--- src/rtl/interrupt_injector_if.sv ---
// Fetch-side interrupt injection bus: request capture, valid/ready offer and status.
// The slave modport is the injector; the master modport is whatever drives it.
interface interrupt_injector_if #(
  parameter int CNT_W = 3
) ();
  logic [31:0]      interrupt_instruction;
  logic             irq_enable;
  logic             inject_ready;
  logic             irq_return;
  logic             overflow_clr;
  logic             inject_valid;
  logic [31:0]      inject_instruction;
  logic             in_service;
  logic [CNT_W-1:0] pending_count;
  logic             overflow;

  modport slave (
    input  interrupt_instruction, irq_enable, inject_ready, irq_return, overflow_clr,
    output inject_valid, inject_instruction, in_service, pending_count, overflow
  );

  modport master (
    output interrupt_instruction, irq_enable, inject_ready, irq_return, overflow_clr,
    input  inject_valid, inject_instruction, in_service, pending_count, overflow
  );
endinterface

--- src/rtl/interrupt_injector.sv ---
// Queues non-zero interrupt instruction pulses and injects them one at a time into fetch,
// blocking until irq_return. Define INJECT_COALESCE_EN to drop requests already queued.
module interrupt_injector #(
  parameter int DEPTH = 4,
  parameter int CNT_W = 3
) (
  input  logic                 proc_clk_i,
  input  logic                 reset_i,
  interrupt_injector_if.slave  bus_if
);

  localparam int PTR_W = $clog2(DEPTH);

  localparam logic [1:0] ST_IDLE    = 2'd0;
  localparam logic [1:0] ST_OFFER   = 2'd1;
  localparam logic [1:0] ST_SERVICE = 2'd2;

  logic [1:0]       state_q, state_d;
  logic [PTR_W-1:0] wr_ptr_q, wr_ptr_d;
  logic [PTR_W-1:0] rd_ptr_q, rd_ptr_d;
  logic [CNT_W-1:0] count_q, count_d;
  logic             overflow_q, overflow_d;

  logic [31:0]      slot_data [DEPTH];
  logic             coalesce_hit;
  logic             push_req, push, pop, full, drop;

  // Each slot is its own register so the whole queue clears on reset.
  generate
    for (genvar gi = 0; gi < DEPTH; gi++) begin : g_slot
      logic [31:0] slot_q;

      always_ff @(posedge proc_clk_i or posedge reset_i) begin
        if (reset_i) begin
          slot_q <= '0;
        end else if (push && (wr_ptr_q == PTR_W'(gi))) begin
          slot_q <= bus_if.interrupt_instruction;
        end
      end

      assign slot_data[gi] = slot_q;
    end
  endgenerate

`ifdef INJECT_COALESCE_EN
  logic [DEPTH-1:0] match;

  // A slot is live when its distance from the read pointer is below the occupancy.
  generate
    for (genvar gi = 0; gi < DEPTH; gi++) begin : g_match
      logic [PTR_W-1:0] offset;
      assign offset    = PTR_W'(gi) - rd_ptr_q;
      assign match[gi] = (CNT_W'(offset) < count_q) &&
                         (slot_data[gi] == bus_if.interrupt_instruction);
    end
  endgenerate

  assign coalesce_hit = |match;
`else
  assign coalesce_hit = 1'b0;
`endif

  assign push_req = (bus_if.interrupt_instruction != 32'd0) && !coalesce_hit;
  assign pop      = (state_q == ST_OFFER) && bus_if.inject_ready;
  assign full     = (count_q == CNT_W'(DEPTH));
  assign push     = push_req && (!full || pop);
  assign drop     = push_req && full && !pop;

  always_comb begin
    wr_ptr_d   = push ? wr_ptr_q + PTR_W'(1) : wr_ptr_q;
    rd_ptr_d   = pop  ? rd_ptr_q + PTR_W'(1) : rd_ptr_q;
    count_d    = count_q + CNT_W'(push) - CNT_W'(pop);
    // A drop in the same cycle as a clear keeps the flag set.
    overflow_d = drop ? 1'b1 : (bus_if.overflow_clr ? 1'b0 : overflow_q);
  end

  always_comb begin
    state_d = state_q;
    case (state_q)
      ST_IDLE: begin
        if ((count_q != '0) && bus_if.irq_enable) begin
          state_d = ST_OFFER;
        end
      end
      ST_OFFER: begin
        // An accepted handshake completes even if the enable drops in that cycle.
        if (bus_if.inject_ready) begin
          state_d = ST_SERVICE;
        end else if (!bus_if.irq_enable) begin
          state_d = ST_IDLE;
        end
      end
      ST_SERVICE: begin
        if (bus_if.irq_return) begin
          state_d = ST_IDLE;
        end
      end
      default: state_d = ST_IDLE;
    endcase
  end

  always_ff @(posedge proc_clk_i or posedge reset_i) begin
    if (reset_i) begin
      state_q    <= ST_IDLE;
      wr_ptr_q   <= '0;
      rd_ptr_q   <= '0;
      count_q    <= '0;
      overflow_q <= 1'b0;
    end else begin
      state_q    <= state_d;
      wr_ptr_q   <= wr_ptr_d;
      rd_ptr_q   <= rd_ptr_d;
      count_q    <= count_d;
      overflow_q <= overflow_d;
    end
  end

  assign bus_if.inject_valid       = (state_q == ST_OFFER);
  assign bus_if.inject_instruction = (state_q == ST_OFFER) ? slot_data[rd_ptr_q] : 32'd0;
  assign bus_if.in_service         = (state_q == ST_SERVICE);
  assign bus_if.pending_count      = count_q;
  assign bus_if.overflow           = overflow_q;

endmodule
--- src/flat_wrapper.sv ---
// flat-port wrapper written by rule: the top's interface ports become plain ports
module interrupt_injector_flat 
#(
  parameter int DEPTH = 4,
  parameter int CNT_W = 3
)
  (proc_clk_i, reset_i, bus_if_interrupt_instruction, bus_if_irq_enable, bus_if_inject_ready, bus_if_irq_return, bus_if_overflow_clr, bus_if_inject_valid, bus_if_inject_instruction, bus_if_in_service, bus_if_pending_count, bus_if_overflow);
  interrupt_injector_if #(.CNT_W(CNT_W)) bus_if_i ();
  input  logic proc_clk_i;
  input  logic reset_i;
  input wire logic [$bits(bus_if_i.interrupt_instruction)-1:0] bus_if_interrupt_instruction;
  input wire logic [$bits(bus_if_i.irq_enable)-1:0] bus_if_irq_enable;
  input wire logic [$bits(bus_if_i.inject_ready)-1:0] bus_if_inject_ready;
  input wire logic [$bits(bus_if_i.irq_return)-1:0] bus_if_irq_return;
  input wire logic [$bits(bus_if_i.overflow_clr)-1:0] bus_if_overflow_clr;
  output wire logic [$bits(bus_if_i.inject_valid)-1:0] bus_if_inject_valid;
  output wire logic [$bits(bus_if_i.inject_instruction)-1:0] bus_if_inject_instruction;
  output wire logic [$bits(bus_if_i.in_service)-1:0] bus_if_in_service;
  output wire logic [$bits(bus_if_i.pending_count)-1:0] bus_if_pending_count;
  output wire logic [$bits(bus_if_i.overflow)-1:0] bus_if_overflow;
  assign bus_if_i.interrupt_instruction = bus_if_interrupt_instruction;
  assign bus_if_i.irq_enable = bus_if_irq_enable;
  assign bus_if_i.inject_ready = bus_if_inject_ready;
  assign bus_if_i.irq_return = bus_if_irq_return;
  assign bus_if_i.overflow_clr = bus_if_overflow_clr;
  assign bus_if_inject_valid = bus_if_i.inject_valid;
  assign bus_if_inject_instruction = bus_if_i.inject_instruction;
  assign bus_if_in_service = bus_if_i.in_service;
  assign bus_if_pending_count = bus_if_i.pending_count;
  assign bus_if_overflow = bus_if_i.overflow;
  interrupt_injector #(.DEPTH(DEPTH), .CNT_W(CNT_W)) u_core (.proc_clk_i(proc_clk_i), .reset_i(reset_i), .bus_if(bus_if_i));
endmodule
--- config.mk ---
export PLATFORM = sky130hd
export DESIGN_NAME = interrupt_injector_flat
export DESIGN_NICKNAME = d
export VERILOG_FILES = /design/src/rtl/interrupt_injector_if.sv /design/src/rtl/interrupt_injector.sv /design/src/flat_wrapper.sv
export SDC_FILE = /design/constraint.sdc
export NUM_CORES = 1
export LEC_CHECK = 0
export CAP_MARGIN = 20
export CORE_UTILIZATION = 30
export CTS_CLUSTER_DIAMETER = 200
export DETAILED_ROUTE_END_ITERATION = 10
export PLACE_DENSITY = 0.59
export SLEW_MARGIN = 20
export SYNTH_ARGS = -nofsm -noshare
export SYNTH_HDL_FRONTEND = slang
export SYNTH_SLANG_ARGS = --single-unit
--- constraint.sdc ---
create_clock -name proc_clk_i -period 4.05 [get_ports proc_clk_i]
set_input_delay 0.6075 -clock proc_clk_i [delete_from_list [all_inputs] [get_ports proc_clk_i]]
set_output_delay 0.6075 -clock proc_clk_i [all_outputs]
set_load 0.01 [all_outputs]
-- Word level (Yosys, flattened, before mapping)
Cells that the tools add are included.
- $add $sub $neg: 4
- $lt $le $gt $ge: 1
- equal/unequal tests: 9
- muxes and demuxes: 11
- bitwise logic cells: 1
- reductions and logical operators: 18
- operators by type and width (operator ; count):
    $mux 32 ; 3
    $bmux 32 s2 ; 1
    $reduce_bool 32->1 ; 1
    $logic_and 1x1->1 ; 9
    $mux 2 ; 4
    $eq 2x2->1 const B ; 3
    $pmux 2 s3 ; 1
    $add 2x1->2 const B ; 2
    $eq 2x1->1 const B ; 2
    $logic_not 2->1 ; 2
    $add 3x1->3 ; 1
    $eq 3x3->1 const B ; 1
    $ge 3x3->1 const B ; 1
    $ne 3x3->1 const B ; 1
    $not 2->3 ; 1
    $reduce_and 3->1 ; 1
    $reduce_bool 3->1 ; 1
    $sub 3x1->3 ; 1
    $logic_not 1->1 ; 2
    $mux 1 ; 2
    $ne 2x1->1 const B ; 1
    $ne 2x2->1 const B ; 1
    $reduce_bool 2->1 ; 1
    $logic_or 1x1->1 ; 1
- register bits after elaboration: 138
- input port bits: 38
- output and inout port bits: 38
- logic and storage cells: 53

-- Logic depth before layout (Yosys ltp)
Gate-level depths: netlist (run 1).
- depth after elaboration: 6
- mapped depth: 9
- depth with buffers taken out: 9

-- Worst setup path before layout (run 1)
Ideal clock, no wire load.
- path type: in2reg
- from: input bus_if_interrupt_instruction[28]
- to: register u_core.count_q[1] (netlist: u_core.bus_if.pending_count[1])
- setup time: 0.064 ns
- data arrival time: 2.398 ns
- required time: 3.986 ns
- setup slack: 1.588 ns
- cell stages on the path: 8
- buffers on the path: 0
- path through: nor4_1 nand4_2 o21ai_0 inv_1 ha_1 inv_1 fa_1 inv_1
- longest elaborated chain between the ends: 4
- ends and longest elaborated chain (element ; line ; source):
    start, declared ; flat_wrapper.sv:11 ; input wire logic [$bits(bus_if_i.interrupt_instruction)-1:0] bus_if_interrupt_instruction;
    $reduce_bool 32->1 ; interrupt_injector.sv:63 ; assign push_req = (bus_if.interrupt_instruction != 32'd0) && !coalesce_hit;
    $logic_and 1x1->1 ; interrupt_injector.sv:66 ; assign push = push_req && (!full || pop);
    via u_core.push ; interrupt_injector.sv:26 ; logic push_req, push, pop, full, drop;
    $add 3x1->3 ; interrupt_injector.sv:72 ; count_d = count_q + CNT_W'(push) - CNT_W'(pop);
    $sub 3x1->3 ; interrupt_injector.sv:72 ;
    via u_core.count_d[1] ; interrupt_injector.sv:21 ; logic [CNT_W-1:0] count_q, count_d;
    end signal, assigned ; interrupt_injector.sv:113 ; count_q <= count_d;
    end, declared ; interrupt_injector.sv:21 ;
The timed path passes the listed nets, and every way through them passes these cells.
A chain may end at the register's enable or synchronous reset.

-- Worst setup path in the final report (run 1)
- from: register u_core.rd_ptr_q[1]
- to: output bus_if_inject_instruction[10]
- longest elaborated chain between the ends: 5
- ends and longest elaborated chain (element ; line ; source):
    start, declared ; interrupt_injector.sv:20 ; logic [PTR_W-1:0] rd_ptr_q, rd_ptr_d;
    start signal, assigned ; interrupt_injector.sv:112 ; rd_ptr_q <= rd_ptr_d;
    $not 2->3 (implied by the code) ; interrupt_injector.sv:119 ; assign bus_if.inject_instruction = (state_q == ST_OFFER) ? slot_data[rd_ptr_q] : 32'd0;
    $bmux 32 s2 ; interrupt_injector.sv:119 ;
    $mux 32 (implied by the code) (2 in a row) ; interrupt_injector.sv:119 ;
    $mux 32 ; interrupt_injector.sv:119 ;
    end, declared ; flat_wrapper.sv:17 ; output wire logic [$bits(bus_if_i.inject_instruction)-1:0] bus_if_inject_instruction;
Every way passes these cells. The select of a mux whose other input is x is not followed.

==> metrics.cfg, run 1 <==
[placed_design]
dpl.hpwl_mm = 9.71
io_buffers = 75
gp_congestion = 0.716

[power]
power.internal_mw = 4.96
power.density_nw_per_um2 = 878
p_switching_mw = 2.15
seqPwrFrac_pct = 35.9
power_mw = 7.11
clkPwrFrac_pct = 22.1
leakagePower_nw = 3.29
ir_drop_v = 0.000429
swShare_pct = 30.3
p_comb_share_pct = 42.0

[clock_tree]
cts_htree_levels = 4
clockBufferDepth = 2
post_cts_buffers = 0
clk_pin_slew_ns = 0.06
postCtsHoldBufs = 0
cts.sinks = 138
cts_buffers = 17
cts_root_buf = clkbuf_16
clk_latency_ns = 0.41
cts_tree = done
cts_resized = 0

[grt]
grt_pass1_wl_mm = 23.8
grt_max_degree = 85
overflow = 0
grt.total_usage_pct = 14.6
grt_pass1_vias = 4241
grt_antenna_before_repair = 0

[synth]
ys_warn_count = 0
synth.area.top_cells = dfrtp_1, mux2_2, mux4_2, mux2_1, and2_1
syn_area_sq_um = 6420
yosys.cell_types.count = 24
ys_ff_latch = 138
yosysSeqAreaShare_pct = 53.8
syn_nets = 449
syn_area_per_cell_sq_um = 15.9
synth_top_area_share_pct = 53.8
synth_area_leader_cell = dfrtp_1
netlist_instances = 404

[outcome]
status = finished, final reports clean

[critical_path]
startpoint_type = register
required_ns = 3.44
rrSetupSlack_ns = 1.74
path_class = register to output port
crit_fanout = 25
r2r_end = u_core.bus_if.pending_count[2]
arrival_ns = 2.67
crit_start = u_core.rd_ptr_q[1]
r2r-start = u_core.state_q[1]
end_kind = output port
reg2reg_depth = 10

[routing]
wl_per_cell_um = 18.8
viasPerCell = 4.83
vias = 3764
routed_wl_mm = 14.7
ant_nets = 0
dr.pass1.iters = 4
drcViolationCount = 0
drtIter0Drc = 125

[finish]
final_core_util_pct = 38.5
area_growth_pct = 26.1
layout.nets = 538
drive_gt1_share_pct = 38.6
antenna_cells = 0
fill_cells = 1935

[timing]
tightest_slew_ns = 0.860
clock_skew_ns = 0.00358
finalMaxSlewViolations = 0
hold_viol = 0
timing.fmax_ghz = 0.305
finalSetupViolations = 0
finalCriticalPeriod_ns = 3.28
timing.setup.tns_ns = 0
min_period_over_period_pct = 80.9
rsz0062_at_grt = no
slew_headroom_pct = 42.4

[floorplan]
boundaryPins = 76
die-area_sq_um = 22000
die_w_um = 148
core_sq_um = 21000
fp.dieH_um = 148
start_util_pct = 30.6
rows = 53

[min_path]
hold_path.startpoint = u_core.g_slot[3].slot_q[14]
hold_path.class = register to register
hold_path_depth = 1
whs_endpoint = u_core.g_slot[3].slot_q[14]

[run]
cap_viol_max_count = 0

==> area by class of cell <==
class / instances / area [sq um] / share of cell area (%)
Multi-Input combinational cell: 231 / 2740 / 33.9
Tap cell: 275 / 344 / 4.25
Inverter: 12 / 48.8 / 0.602
Sequential cell: 138 / 3460 / 42.7
Clock inverter: 8 / 118 / 1.45
Clock buffer: 23 / 478 / 5.90
Timing Repair Buffer: 93 / 915 / 11.3
==> cell usage in the layout (no fill, tap or decap), drive strengths merged <==
master,count
nand3,1
dfrtp,138
nand2,1
a2111oi,1
nand2b,1
ha,6
o211ai,4
buf,18
clkdlybuf4s50,75
nand3b,1
inv,11
bufinv,3
and2,32
nor2,2
nor4,9
mux4,32
clkinvlp,2
clkbuf,23
clkinv,4
nor2b,1
o22ai,1
o21ai,2
nand4,2
mux2,129
fa,1
xnor2,5
==> worst max-delay path, stage by stage (launching register included) <==
cell and delay [ns]:
dfrtp_2 0.93, buf_4 0.34, mux4_2 0.31, and2_1 0.19
clkdlybuf4s50_1 0.47
==> power by group through the flow <==
stage / clock network, mW / registers [mW] / logic (mW)
finish: 1.57 / 2.55 / 2.99
global route: 1.67 / 2.65 / 3.22
CTS: 1.61 / 2.55 / 3.05
detailed placement: 0 / 2.58 / 3.04
global placement: 0 / 2.51 / 2.99
floorplan: 0 / 2.37 / 2.31
==> cell families (layout without fill, tap and decap cells) <==
group                    after synthesis  after routing  share of synthesized area (%)
AO/OA/AOI/OAI                          8              8                           1.71
flip-flops                           138            138                           53.8
multiplexers                         161            161                           33.8
AND/OR/NAND/NOR                       50             50                           4.95
buffers and inverters                 35            136                           3.57
adder cells (fa/ha/maj)                7              7                           1.48
XOR/XNOR                               5              5                          0.682
==> metrics by stage <==
stage / hold slack, ns / instance area, sq um / setup WS, ns / std cells
2_1_floorplan: 0.448 / 6430 / 1.59 / 404
3_3_place_gp: 0.468 / 7500 / 0.913 / 749
3_5_place_dp: 0.479 / 7500 / 0.872 / 749
4_1_cts: 0.491 / 8100 / 0.714 / 780
5_1_grt: 0.496 / 8100 / 0.649 / 780
6_report: 0.485 / 8100 / 0.774 / 780
==> registers in the layout (all words and copies together) (netlist names) <==
register,count
u_core.state_q,2
u_core.wr_ptr_q,2
u_core.rd_ptr_q,2
u_core.g_slot.slot_q,128
u_core.bus_if.overflow,1
u_core.bus_if.pending_count,3
==> layer usage <==
| layer | global-route usage (%) | vias to the layer above | share of wire, % |
|---|---|---|---|
| met5 | 0 | - | 0 |
| met2 | 23.0 | 62 | 48 |
| li1 | - | 1659 | - |
| met3 | 3.99 | 17 | 3.7 |
| met4 | 4.48 | 0 | 1.2 |
| met1 | 19.6 | 2026 | 47 |
==> worst max path at each step <==
stage,end,slack [ns],depth (start not counted)
CTS,bus_if_inject_instruction[14],0.71,4
global placement,u_core.bus_if.pending_count[1],0.91,10
finish,bus_if_inject_instruction[10],0.77,4
detailed placement,u_core.bus_if.pending_count[2],0.87,10
global route,bus_if_inject_instruction[10],0.65,4
floorplan,u_core.bus_if.pending_count[1],1.59,8
==> cell usage after synthesis <==
cell,n
o22ai_1,1
nand3b_1,1
nor2b_1,1
nor2_1,2
clkbuf_1,5
mux4_2,32
and2_1,32
nor4_1,9
dfrtp_1,138
mux2_2,107
o211ai_4,4
o21ai_0,2
fa_1,1
a2111oi_0,1
ha_1,6
buf_6,12
nand2_1,1
nand3_1,1
nand4_2,2
nand2b_1,1
buf_2,6
xnor2_1,5
inv_1,12
mux2_1,22
(Power assumes the default switching activity.)
==> run 2, diff against run 1 <==
--- a/config.mk
+++ b/config.mk
@@ -9,7 +9,7 @@
 export CORE_UTILIZATION = 30
 export CTS_CLUSTER_DIAMETER = 200
 export DETAILED_ROUTE_END_ITERATION = 10
-export PLACE_DENSITY = 0.59
+export PLACE_DENSITY = 0.57
 export SLEW_MARGIN = 20
 export SYNTH_ARGS = -nofsm -noshare
 export SYNTH_HDL_FRONTEND = slang
==> constraint.sdc (replaced) <==
create_clock -name proc_clk_i -period 3.3 [get_ports proc_clk_i]
set_input_delay 0.495 -clock proc_clk_i [delete_from_list [all_inputs] [get_ports proc_clk_i]]
set_output_delay 0.495 -clock proc_clk_i [all_outputs]
set_load 0.01 [all_outputs]
==> metrics.cfg, run 2 (synthesis gave the netlist of run 1 again) <==
[finish]
stdcell_count = 789  ; was 780
drive_gt1_share_pct = 39.9  ; was 38.6%
area_growth_pct = 28.0  ; was 26.1%
layout.nets = 546  ; was 538
antenna_cells = 0  ; unchanged
regMostFlops = u_core.g_slot.slot_q  ; unchanged
layout_common_cells = dfrtp_1, mux2_2, clkdlybuf4s50_1  ; unchanged
final_common_cell = dfrtp_1  ; unchanged
largest_reg_flops = 128  ; unchanged

[critical_path]
crit_fanout = 18  ; was 25
end_kind = output port  ; unchanged
path_class = register to output port  ; unchanged
required_ns = 2.80  ; was 3.44 ns
cp.depth = 4  ; unchanged
arrival_ns = 2.41  ; was 2.67 ns
startpoint_type = register  ; unchanged
cp_cell_sequence = buf_4, mux4_2, and2_1, clkdlybuf4s50_1  ; unchanged
slowest_delay_ns = 0.57  ; was 0.93 ns
cp_top_family = buffers and inverters  ; was flip-flops
crit_path_top_delay_cell = mux4_2  ; was dfrtp_2
reg2reg_depth = 10  ; unchanged
timing.critical_path.buf_inv = 2  ; unchanged

[clock_tree]
cts_htree_levels = 4  ; unchanged
clk_pin_slew_ns = 0.06  ; about the same
cts_buffers = 17  ; unchanged
post_cts_buffers = 0  ; unchanged
cts_resized = 0  ; unchanged
postCtsHoldBufs = 0  ; unchanged
cts_root_buf = clkbuf_16  ; unchanged
clockBufferDepth = 2  ; unchanged
cts_tree = done  ; unchanged
clk_latency_ns = 0.42  ; was 0.41 ns
cts.sinks = 138  ; unchanged

[routing]
drtIter0Drc = 136  ; was 125
routed_wl_mm = 15.0  ; was 14.7 mm
wl_per_cell_um = 19.0  ; was 18.8 um
viasPerCell = 4.79  ; was 4.83
ant_nets = 0  ; unchanged
vias = 3780  ; was 3,764
dr.pass1.iters = 4  ; unchanged
drcViolationCount = 0  ; unchanged

[floorplan]
fp.dieH_um = 148  ; unchanged
start_util_pct = 30.6  ; unchanged
boundaryPins = 76  ; unchanged
core_sq_um = 21000  ; unchanged
die_w_um = 148  ; unchanged
die-area_sq_um = 22000  ; unchanged
rows = 53  ; unchanged

[grt]
grt_max_degree = 42  ; was 85
overflow = 0  ; unchanged
grt_antenna_before_repair = 0  ; unchanged
grt.total_usage_pct = 14.8  ; was 14.6%
grt_pass1_vias = 4282  ; was 4,241
grt_pass1_wl_mm = 24.3  ; was 23.8 mm

[timing]
clock_skew_ns = 0.00927  ; was 0.00358 ns
slew_headroom_pct = 41.4  ; was 42.4%
finalSetupViolations = 0  ; unchanged
timing.setup.tns_ns = 0  ; unchanged
min_period_over_period_pct = 88.1
finalCriticalPeriod_ns = 2.91
finalMaxSlewViolations = 0  ; unchanged
rsz0062_at_grt = no  ; unchanged
tightest_slew_ns = 0.877  ; was 0.860 ns
hold_viol = 0  ; unchanged
timing.fmax_ghz = 0.344

[placed_design]
io_buffers = 75  ; unchanged
post-place-cells = 757  ; was 749
dpl.hpwl_mm = 10.0  ; was 9.71 mm
gp_congestion = 0.690  ; was 0.716

[min_path]
hold_path_depth = 1  ; unchanged
hold_path.class = register to register  ; unchanged

[power]
power.density_nw_per_um2 = 1080  ; was 878 nW/um^2
p_comb_share_pct = 43.6  ; was 42.0%
seqPwrFrac_pct = 34.3  ; was 35.9%
p_switching_mw = 2.73  ; was 2.15 mW
clkPwrFrac_pct = 22.1  ; about the same
power.internal_mw = 6.15  ; was 4.96 mW
ir_drop_v = 0.000469  ; was 0.000429 V
swShare_pct = 30.7  ; was 30.3%
leakagePower_nw = 3.34  ; was 3.29 nW

[outcome]
status = finished, final reports clean  ; unchanged

[run]
cap_viol_max_count = 0  ; unchanged

[run 2: layout make-up]
type,count,area [sq um]
Clock buffer,20,447
Clock inverter,12,163
Fill cell,1934,12800
Inverter,12,48.8
Multi-Input combinational cell,231,2740
Sequential cell,138,3460
Tap cell,275,344
Timing Repair Buffer,101,1020
[run 2: layer usage]
metal	part of all wire [%]	up-vias	global-route usage, %	wire [um]
met5	0	-	0	0
met4	1.1	0	4.33	161
met3	3.5	15	3.93	529
met2	50	53	24.3	7420
met1	46	2031	19.1	6870
li1	-	1681	-	-
[run 2: through the flow]
step | instance area, sq um | hold slack, ns | total power, mW | util, % | setup WS [ns]
2_1_floorplan | 6430 | 0.448 | 5.74 | - | 0.951
3_3_place_gp | 7610 | 0.468 | 6.88 | 36.2 | 0.222
3_5_place_dp | 7610 | 0.476 | 7.02 | 36.2 | 0.167
4_1_cts | 8220 | 0.489 | 9.03 | 39.1 | 0.359
5_1_grt | 8220 | 0.504 | 9.42 | 39.1 | 0.322
6_report | 8220 | 0.486 | 8.87 | 39.1 | 0.394
[run 2: path summary, 6_finish.rpt]
kind,startpoint,endpoint,slack (ns)
max in group asynchronous,reset_i,u_core.g_slot[1].slot_q[12],1.93
hold / removal,u_core.g_slot[2].slot_q[22],u_core.g_slot[2].slot_q[22],0.49
setup reg to reg,u_core.state_q[1],u_core.bus_if.pending_count[2],1.15
min in group asynchronous,reset_i,u_core.g_slot[2].slot_q[4],0.60
hold reg to reg,u_core.g_slot[2].slot_q[22],u_core.g_slot[2].slot_q[22],0.49
setup / recovery,u_core.rd_ptr_q[0],bus_if_inject_instruction[23],0.39
[run 2: power groups by stage]
stage	combinational, mW	sequential, mW	clock [mW]
after floorplan	2.84	2.90	0
after global placement	3.88	3.00	0
after detailed placement	3.95	3.07	0
after CTS	3.97	3.04	2.02
after global routing	4.19	3.15	2.08
final	3.87	3.04	1.96
